$ cat src/rtl/fetch_if.sv
// fetch_if: Wishbone instruction-port and decoder-side signals of the fetch unit.
// master = fetch unit, slave = bus slave plus decoder/redirect environment.
interface fetch_if;
    logic        cyc_o;
    logic        stb_o;
    logic [63:0] adr_o;
    logic        ack_i;
    logic        err_i;
    logic [31:0] dat_i;
    logic        pc_load_i;
    logic [63:0] pc_i;
    logic        ir_take_i;
    logic        ir_valid_o;
    logic [31:0] ir_o;
    logic [63:0] ir_pc_o;
    logic        ir_fault_o;

    modport master (
        output cyc_o, stb_o, adr_o,
        input  ack_i, err_i, dat_i,
        input  pc_load_i, pc_i, ir_take_i,
        output ir_valid_o, ir_o, ir_pc_o, ir_fault_o
    );

    modport slave (
        input  cyc_o, stb_o, adr_o,
        output ack_i, err_i, dat_i,
        output pc_load_i, pc_i, ir_take_i,
        input  ir_valid_o, ir_o, ir_pc_o, ir_fault_o
    );
endinterface

$ cat src/rtl/fetch.sv
// fetch: instruction fetch unit, Wishbone B4 classic master feeding a small prefetch queue.
// Optional macro FETCH_ERR_EN: bus errors push faulting entries and halt fetching until redirect.
module fetch #(
    parameter logic [63:0] RESET_PC    = 64'hFFFF_FFFF_FFFF_FF00,
    parameter int          QUEUE_DEPTH = 2
) (
    input  logic    clk_i,
    input  logic    reset_i,
    fetch_if.master bus
);
    localparam int PW = $clog2(QUEUE_DEPTH);
    localparam int CW = $clog2(QUEUE_DEPTH + 1);
    localparam logic [CW-1:0] FULL = CW'(QUEUE_DEPTH);

    typedef enum logic [1:0] {
        S_IDLE  = 2'd0,
        S_FETCH = 2'd1,
        S_DRAIN = 2'd2
    } state_t;

    state_t        r_state;
    logic          r_cyc;
    logic [63:0]   r_adr;
    logic [63:0]   r_fpc;
    logic          r_stopped;
    logic [31:0]   r_q_dat [QUEUE_DEPTH];
    logic [63:0]   r_q_pc  [QUEUE_DEPTH];
    logic [PW-1:0] r_wptr;
    logic [PW-1:0] r_rptr;
    logic [CW-1:0] r_count;

    logic          w_err;
    logic          w_term;
    logic          w_push;
    logic          w_pop;
    logic          w_room;
    logic [CW-1:0] w_count_nxt;
    logic [63:0]   w_target;

`ifdef FETCH_ERR_EN
    logic          r_q_flt [QUEUE_DEPTH];
    assign w_err          = bus.err_i;
    assign bus.ir_fault_o = r_q_flt[r_rptr];
`else
    // err_i has no effect in this build
    assign w_err          = bus.err_i & 1'b0;
    assign bus.ir_fault_o = 1'b0;
`endif

    assign bus.cyc_o      = r_cyc;
    assign bus.stb_o      = r_cyc;
    assign bus.adr_o      = r_adr;
    assign bus.ir_valid_o = (r_count != {CW{1'b0}});
    assign bus.ir_o       = r_q_dat[r_rptr];
    assign bus.ir_pc_o    = r_q_pc[r_rptr];

    // Bus termination, queue push/pop and next occupancy
    always_comb begin
        w_target    = bus.pc_i & ~64'd3;
        w_term      = (r_state != S_IDLE) & r_cyc & (bus.ack_i | w_err);
        w_push      = (r_state == S_FETCH) & w_term & ~bus.pc_load_i;
        w_pop       = bus.ir_valid_o & bus.ir_take_i;
        w_count_nxt = r_count;
        if (bus.pc_load_i) begin
            w_count_nxt = {CW{1'b0}};
        end else begin
            w_count_nxt = r_count + CW'(w_push) - CW'(w_pop);
        end
        w_room = (w_count_nxt < FULL);
    end

    // Fetch FSM with registered Wishbone outputs
    always_ff @(posedge clk_i or negedge reset_i) begin
        if (!reset_i) begin
            r_state   <= S_IDLE;
            r_cyc     <= 1'b0;
            r_adr     <= RESET_PC;
            r_fpc     <= RESET_PC;
            r_stopped <= 1'b0;
        end else begin
            case (r_state)
                S_IDLE: begin
                    if (bus.pc_load_i) begin
                        r_fpc     <= w_target;
                        r_adr     <= w_target;
                        r_cyc     <= 1'b1;
                        r_stopped <= 1'b0;
                        r_state   <= S_FETCH;
                    end else if (w_room && !r_stopped) begin
                        r_adr   <= r_fpc;
                        r_cyc   <= 1'b1;
                        r_state <= S_FETCH;
                    end else begin
                        r_state <= S_IDLE;
                    end
                end
                S_FETCH, S_DRAIN: begin
                    if (bus.pc_load_i) begin
                        // Redirect: an outstanding request must still be drained
                        r_fpc     <= w_target;
                        r_stopped <= 1'b0;
                        if (w_term) begin
                            r_adr   <= w_target;
                            r_state <= S_FETCH;
                        end else begin
                            r_state <= S_DRAIN;
                        end
                    end else if (w_term && r_state == S_DRAIN) begin
                        r_cyc   <= 1'b0;
                        r_state <= S_IDLE;
                    end else if (w_term && w_err) begin
                        r_cyc     <= 1'b0;
                        r_stopped <= 1'b1;
                        r_state   <= S_IDLE;
                    end else if (w_term) begin
                        r_fpc <= r_fpc + 64'd4;
                        if (w_room) begin
                            r_adr <= r_fpc + 64'd4;
                        end else begin
                            r_cyc   <= 1'b0;
                            r_state <= S_IDLE;
                        end
                    end else begin
                        r_state <= r_state;
                    end
                end
                default: begin
                    r_cyc   <= 1'b0;
                    r_state <= S_IDLE;
                end
            endcase
        end
    end

    // Prefetch queue storage, pointers and occupancy
    always_ff @(posedge clk_i or negedge reset_i) begin
        if (!reset_i) begin
            for (int i = 0; i < QUEUE_DEPTH; i++) begin
                r_q_dat[i] <= 32'h0;
                r_q_pc[i]  <= 64'h0;
`ifdef FETCH_ERR_EN
                r_q_flt[i] <= 1'b0;
`endif
            end
            r_wptr  <= {PW{1'b0}};
            r_rptr  <= {PW{1'b0}};
            r_count <= {CW{1'b0}};
        end else if (bus.pc_load_i) begin
            r_wptr  <= {PW{1'b0}};
            r_rptr  <= {PW{1'b0}};
            r_count <= {CW{1'b0}};
        end else begin
            if (w_push) begin
                r_q_dat[r_wptr] <= w_err ? 32'h0 : bus.dat_i;
                r_q_pc[r_wptr]  <= r_fpc;
`ifdef FETCH_ERR_EN
                r_q_flt[r_wptr] <= w_err;
`endif
                r_wptr <= r_wptr + PW'(1);
            end else begin
                r_wptr <= r_wptr;
            end
            if (w_pop) begin
                r_rptr <= r_rptr + PW'(1);
            end else begin
                r_rptr <= r_rptr;
            end
            r_count <= w_count_nxt;
        end
    end
endmodule

$ cat src/flat_wrapper.sv
// flat-port wrapper written by rule: the top's interface ports become plain ports
module fetch_flat 
#(
    parameter logic [63:0] RESET_PC    = 64'hFFFF_FFFF_FFFF_FF00,
    parameter int          QUEUE_DEPTH = 2
)
  (clk_i, reset_i, bus_cyc_o, bus_stb_o, bus_adr_o, bus_ack_i, bus_err_i, bus_dat_i, bus_pc_load_i, bus_pc_i, bus_ir_take_i, bus_ir_valid_o, bus_ir_o, bus_ir_pc_o, bus_ir_fault_o);
  fetch_if bus_i ();
  input  logic clk_i;
  input  logic reset_i;
  output wire logic [$bits(bus_i.cyc_o)-1:0] bus_cyc_o;
  output wire logic [$bits(bus_i.stb_o)-1:0] bus_stb_o;
  output wire logic [$bits(bus_i.adr_o)-1:0] bus_adr_o;
  input wire logic [$bits(bus_i.ack_i)-1:0] bus_ack_i;
  input wire logic [$bits(bus_i.err_i)-1:0] bus_err_i;
  input wire logic [$bits(bus_i.dat_i)-1:0] bus_dat_i;
  input wire logic [$bits(bus_i.pc_load_i)-1:0] bus_pc_load_i;
  input wire logic [$bits(bus_i.pc_i)-1:0] bus_pc_i;
  input wire logic [$bits(bus_i.ir_take_i)-1:0] bus_ir_take_i;
  output wire logic [$bits(bus_i.ir_valid_o)-1:0] bus_ir_valid_o;
  output wire logic [$bits(bus_i.ir_o)-1:0] bus_ir_o;
  output wire logic [$bits(bus_i.ir_pc_o)-1:0] bus_ir_pc_o;
  output wire logic [$bits(bus_i.ir_fault_o)-1:0] bus_ir_fault_o;
  assign bus_cyc_o = bus_i.cyc_o;
  assign bus_stb_o = bus_i.stb_o;
  assign bus_adr_o = bus_i.adr_o;
  assign bus_i.ack_i = bus_ack_i;
  assign bus_i.err_i = bus_err_i;
  assign bus_i.dat_i = bus_dat_i;
  assign bus_i.pc_load_i = bus_pc_load_i;
  assign bus_i.pc_i = bus_pc_i;
  assign bus_i.ir_take_i = bus_ir_take_i;
  assign bus_ir_valid_o = bus_i.ir_valid_o;
  assign bus_ir_o = bus_i.ir_o;
  assign bus_ir_pc_o = bus_i.ir_pc_o;
  assign bus_ir_fault_o = bus_i.ir_fault_o;
  fetch #(.RESET_PC(RESET_PC), .QUEUE_DEPTH(QUEUE_DEPTH)) u_core (.clk_i(clk_i), .reset_i(reset_i), .bus(bus_i));
endmodule
$ cat config.mk
export PLATFORM = sky130hd
export DESIGN_NAME = fetch_flat
export DESIGN_NICKNAME = d
export VERILOG_FILES = /design/src/rtl/fetch_if.sv /design/src/rtl/fetch.sv /design/src/flat_wrapper.sv
export SDC_FILE = /design/constraint.sdc
export NUM_CORES = 1
export LEC_CHECK = 0
export CORE_MARGIN = 1.5
export CORE_UTILIZATION = 30
export DETAILED_ROUTE_END_ITERATION = 12
export SLEW_MARGIN = 10
export SYNTH_ARGS = -nofsm -noshare
export SYNTH_HDL_FRONTEND = slang
export SYNTH_SLANG_ARGS = --single-unit
$ cat constraint.sdc
create_clock -name clk_i -period 3.4 [get_ports clk_i]
set_clock_uncertainty 0.15 [all_clocks]
set_input_delay 0.68 -clock clk_i [delete_from_list [all_inputs] [get_ports clk_i]]
set_output_delay 0.68 -clock clk_i [all_outputs]
set_load 0.01 [all_outputs]
==> impl_metrics.json <==
{
  "max_stage_delay_ps": 670,
  "synthFlopType": "dfrtp_1",
  "synth_top_family_by_area": "multiplexers",
  "clkSinkCount": 327,
  "place_congestion": 0.8398,
  "coreArea_sq_um": 57920,
  "holdPathStages": 2,
  "grt_max_degree": 83,
  "drt-total-wl_microns": 56230,
  "outcome": "complete, no violations",
  "synth_compound_area_frac": 0.1190,
  "initial_core_util": 0.3043,
  "synth-edff-count": 0,
  "synth_simple_gate_area_frac": 0.1340,
  "clk_latency_ps": 560,
  "tns_ps": 0,
  "detail_route.first_pass.iterations": 6,
  "tightest_slew_ps": 876.0,
  "die_w_microns": 245.4,
  "cts_buffer_depth": 3,
  "drt_iter0_drc": 1022,
  "htree_levels": 2,
  "ir_worst_vdd_mv": 0.5799,
  "p_leak_nw": 9.243,
  "power.total_mw": 21.93,
  "ant_nets": 0,
  "grt_pass1_vias": 14320,
  "final_core_util": 0.3899,
  "dieArea_sq_um": 60220,
  "multi_input_area_sq_um": 8638,
  "hold_viol_final": 0,
  "io_buffers": 261,
  "drv_slew": 0,
  "cts_tree": "built",
  "drive_above_1_share": 0.3075,
  "end_kind": "output port",
  "num_rows": 88,
  "antenna_found_initial": 8,
  "synth.area.mux_share": 0.2239,
  "relSlewSlack": 0.4160,
  "syn_area_sq_um": 17630,
  "grt_pass1_wl_microns": 86280,
  "crit_fanout": 30,
  "cts-buffers-inserted": 40,
  "drc": 0,
  "nets": 1980,
  "setup_viol": 0,
  "synth.avg_cell_area_sq_um": 10.63,
  "ys_warn_count": 0,
  "wirelength_met1_microns": 24640,
  "overflow": 0,
  "fillers": 5681,
  "ys_seq_area_frac": 0.4722,
  "wire_per_inst_microns": 21.10,
  "synth_top_area_share": 0.3052,
  "worstPathRequired_ps": 2570,
  "synth_async_sr_flop_share": 1.000,
  "dr.max_layer_used": "met5",
  "max-cap-violations": 0,
  "cts_setup_buffers": 0,
  "synth_cells": 1658,
  "synth_fp_nets": 1767,
  "hold_class": "flop to flop",
  "path_clk_slew_ps": 60,
  "p_per_area_nw_per_um2": 971.1,
  "min_period_ps": 3231,
  "final_common_cell": "mux2_2",
  "slowest_stage": "dfrtp_4",
  "worstPathArrival_ps": 2400,
  "met2_wirelength_microns": 25670,
  "cp_cell_sequence": "buf_12, mux2_2, clkdlybuf4s50_1",
  "setup.worst_path.class": "flop to output port",
  "seq_area_sq_um": 8327,
  "area_delta_synth_final_pct": 28.11,
  "synth_area_leaders": "dfrtp_1, mux2_2, dfstp_2",
  "yosys.area.top_type": "dfrtp_1",
  "via_per_inst": 5.292,
  "rsz0062_at_grt": "false",
  "ys_ff_latch": 327,
  "final_cell_mix": "mux2_2, clkdlybuf4s50_1, dfrtp_1",
  "start_kind": "flop",
  "synth_fa_ha_area_frac": 0.004969,
  "die_h_microns": 245.4,
  "track_usage": 0.1852,
  "ys_types": 77,
  "vias": 14100,
  "r2r_cells": 12,
  "dp_hpwl_microns": 39210,
  "fmax_ghz": 0.3095,
  "route.met3.wl_microns": 4273,
  "synth_xor_xnor_area_share": 0.005324,
  "fin_crit_sh": 0.9502,
  "ioPinCount": 266,
  "cts_root_buffer": "clkbuf_16"
}
==> synth_stat cells, types with 12 or more instances <==
master and n:
a22oi_1 12, and3_1 21, nand3_1 62, dfrtp_1 215
nand2_1 140, mux2i_1 26, a21oi_1 76, nor3_1 25
a31oi_1 14, nor2_1 93, buf_2 26, clkbuf_1 99
dfstp_2 112, nand4_1 31, mux2_2 318, nor2b_1 28
buf_1 18, inv_1 18, and4_1 12, o21ai_0 74
o21ai_1 27, o31ai_1 28
==> worst max-delay path, delay by kind of cell, from the launching register on <==
family                 cells  cell delay [ps]
flip-flops                 1              670
multiplexers               1              410
buffers and inverters      2              750
==> layer usage <==
metal  track usage  up-vias
li1              -     6464
met1        0.2440     7074
met2        0.2894      451
met3       0.05391      100
met4       0.06315       14
met5             0        -
==> registers in the layout, summed over array words and instances (netlist names) <==
register,count
u_core.r_rptr,1
u_core.r_count,2
u_core.r_q_dat,64
u_core.r_q_pc,128
u_core.r_fpc,64
u_core.r_wptr,1
u_core.bus.cyc_o,1
u_core.r_state,2
u_core.bus.adr_o,64
==> cells by family (layout without fill, tap and decap cells) <==
family	after synthesis	after routing
simple gates	463	463
mux	353	353
xor+xnor	9	9
compound gates	327	327
other cells	1	2
fa+ha+maj	7	7
buf+inv	171	412
flops	327	327
==> final cells by class <==
| type | count | area share |
|---|---|---|
| timing repair buffer | 323 | 0.1437 |
| clock buffer | 57 | 0.05076 |
| antenna | 1 | 0.0001108 |
| tap | 765 | 0.04239 |
| clock inverter | 13 | 0.008533 |
| sequential | 327 | 0.3688 |
| inverter | 19 | 0.003158 |
| multi-input combinational | 1160 | 0.3826 |
==> power by group <==
group	total [mW]	internal (mW)	switching, mW
clock	4.43	2.72	1.72
sequential	7.75	5.95	1.80
combinational	9.75	4.89	4.85
==> final timing paths <==
path	startpoint	slack, ps	to
worst max-delay path	u_core.r_rptr	170	bus_ir_pc_o[59]
max in group asynchronous	reset_i	1620	u_core.r_fpc[11]
worst max register to register	u_core.r_count[1]	320	u_core.bus.adr_o[26]
worst min-delay path	u_core.bus.adr_o[61]	310	u_core.bus.adr_o[61]
min in group asynchronous	reset_i	550	u_core.r_q_dat[35]
worst min register to register	u_core.bus.adr_o[61]	310	u_core.bus.adr_o[61]
==> timing repair <==
item | CTS | global route
gates resized for setup | 0 | 1
setup endpoints to repair | 0 | 1
hold endpoints to repair | 69 | 0
hold buffers | 1 | 0
==> per-stage QoR <==
| stage | area [sq um] | std cells | hold WS, ps | worst slack [ps] |
|---|---|---|---|---|
| finish | 22580 | 2665 | 309.9 | 169.2 |
| CTS | 22580 | 2664 | 313.7 | 84.91 |
| detailed placement | 21230 | 2593 | 305.0 | -110.9 |
| global placement | 21230 | 2593 | 299.4 | -73.59 |
| global route | 22580 | 2664 | 325.6 | 50.43 |
| floorplan | 17630 | 1658 | 234.4 | 399.0 |
Power figures use the tool's default switching activity.
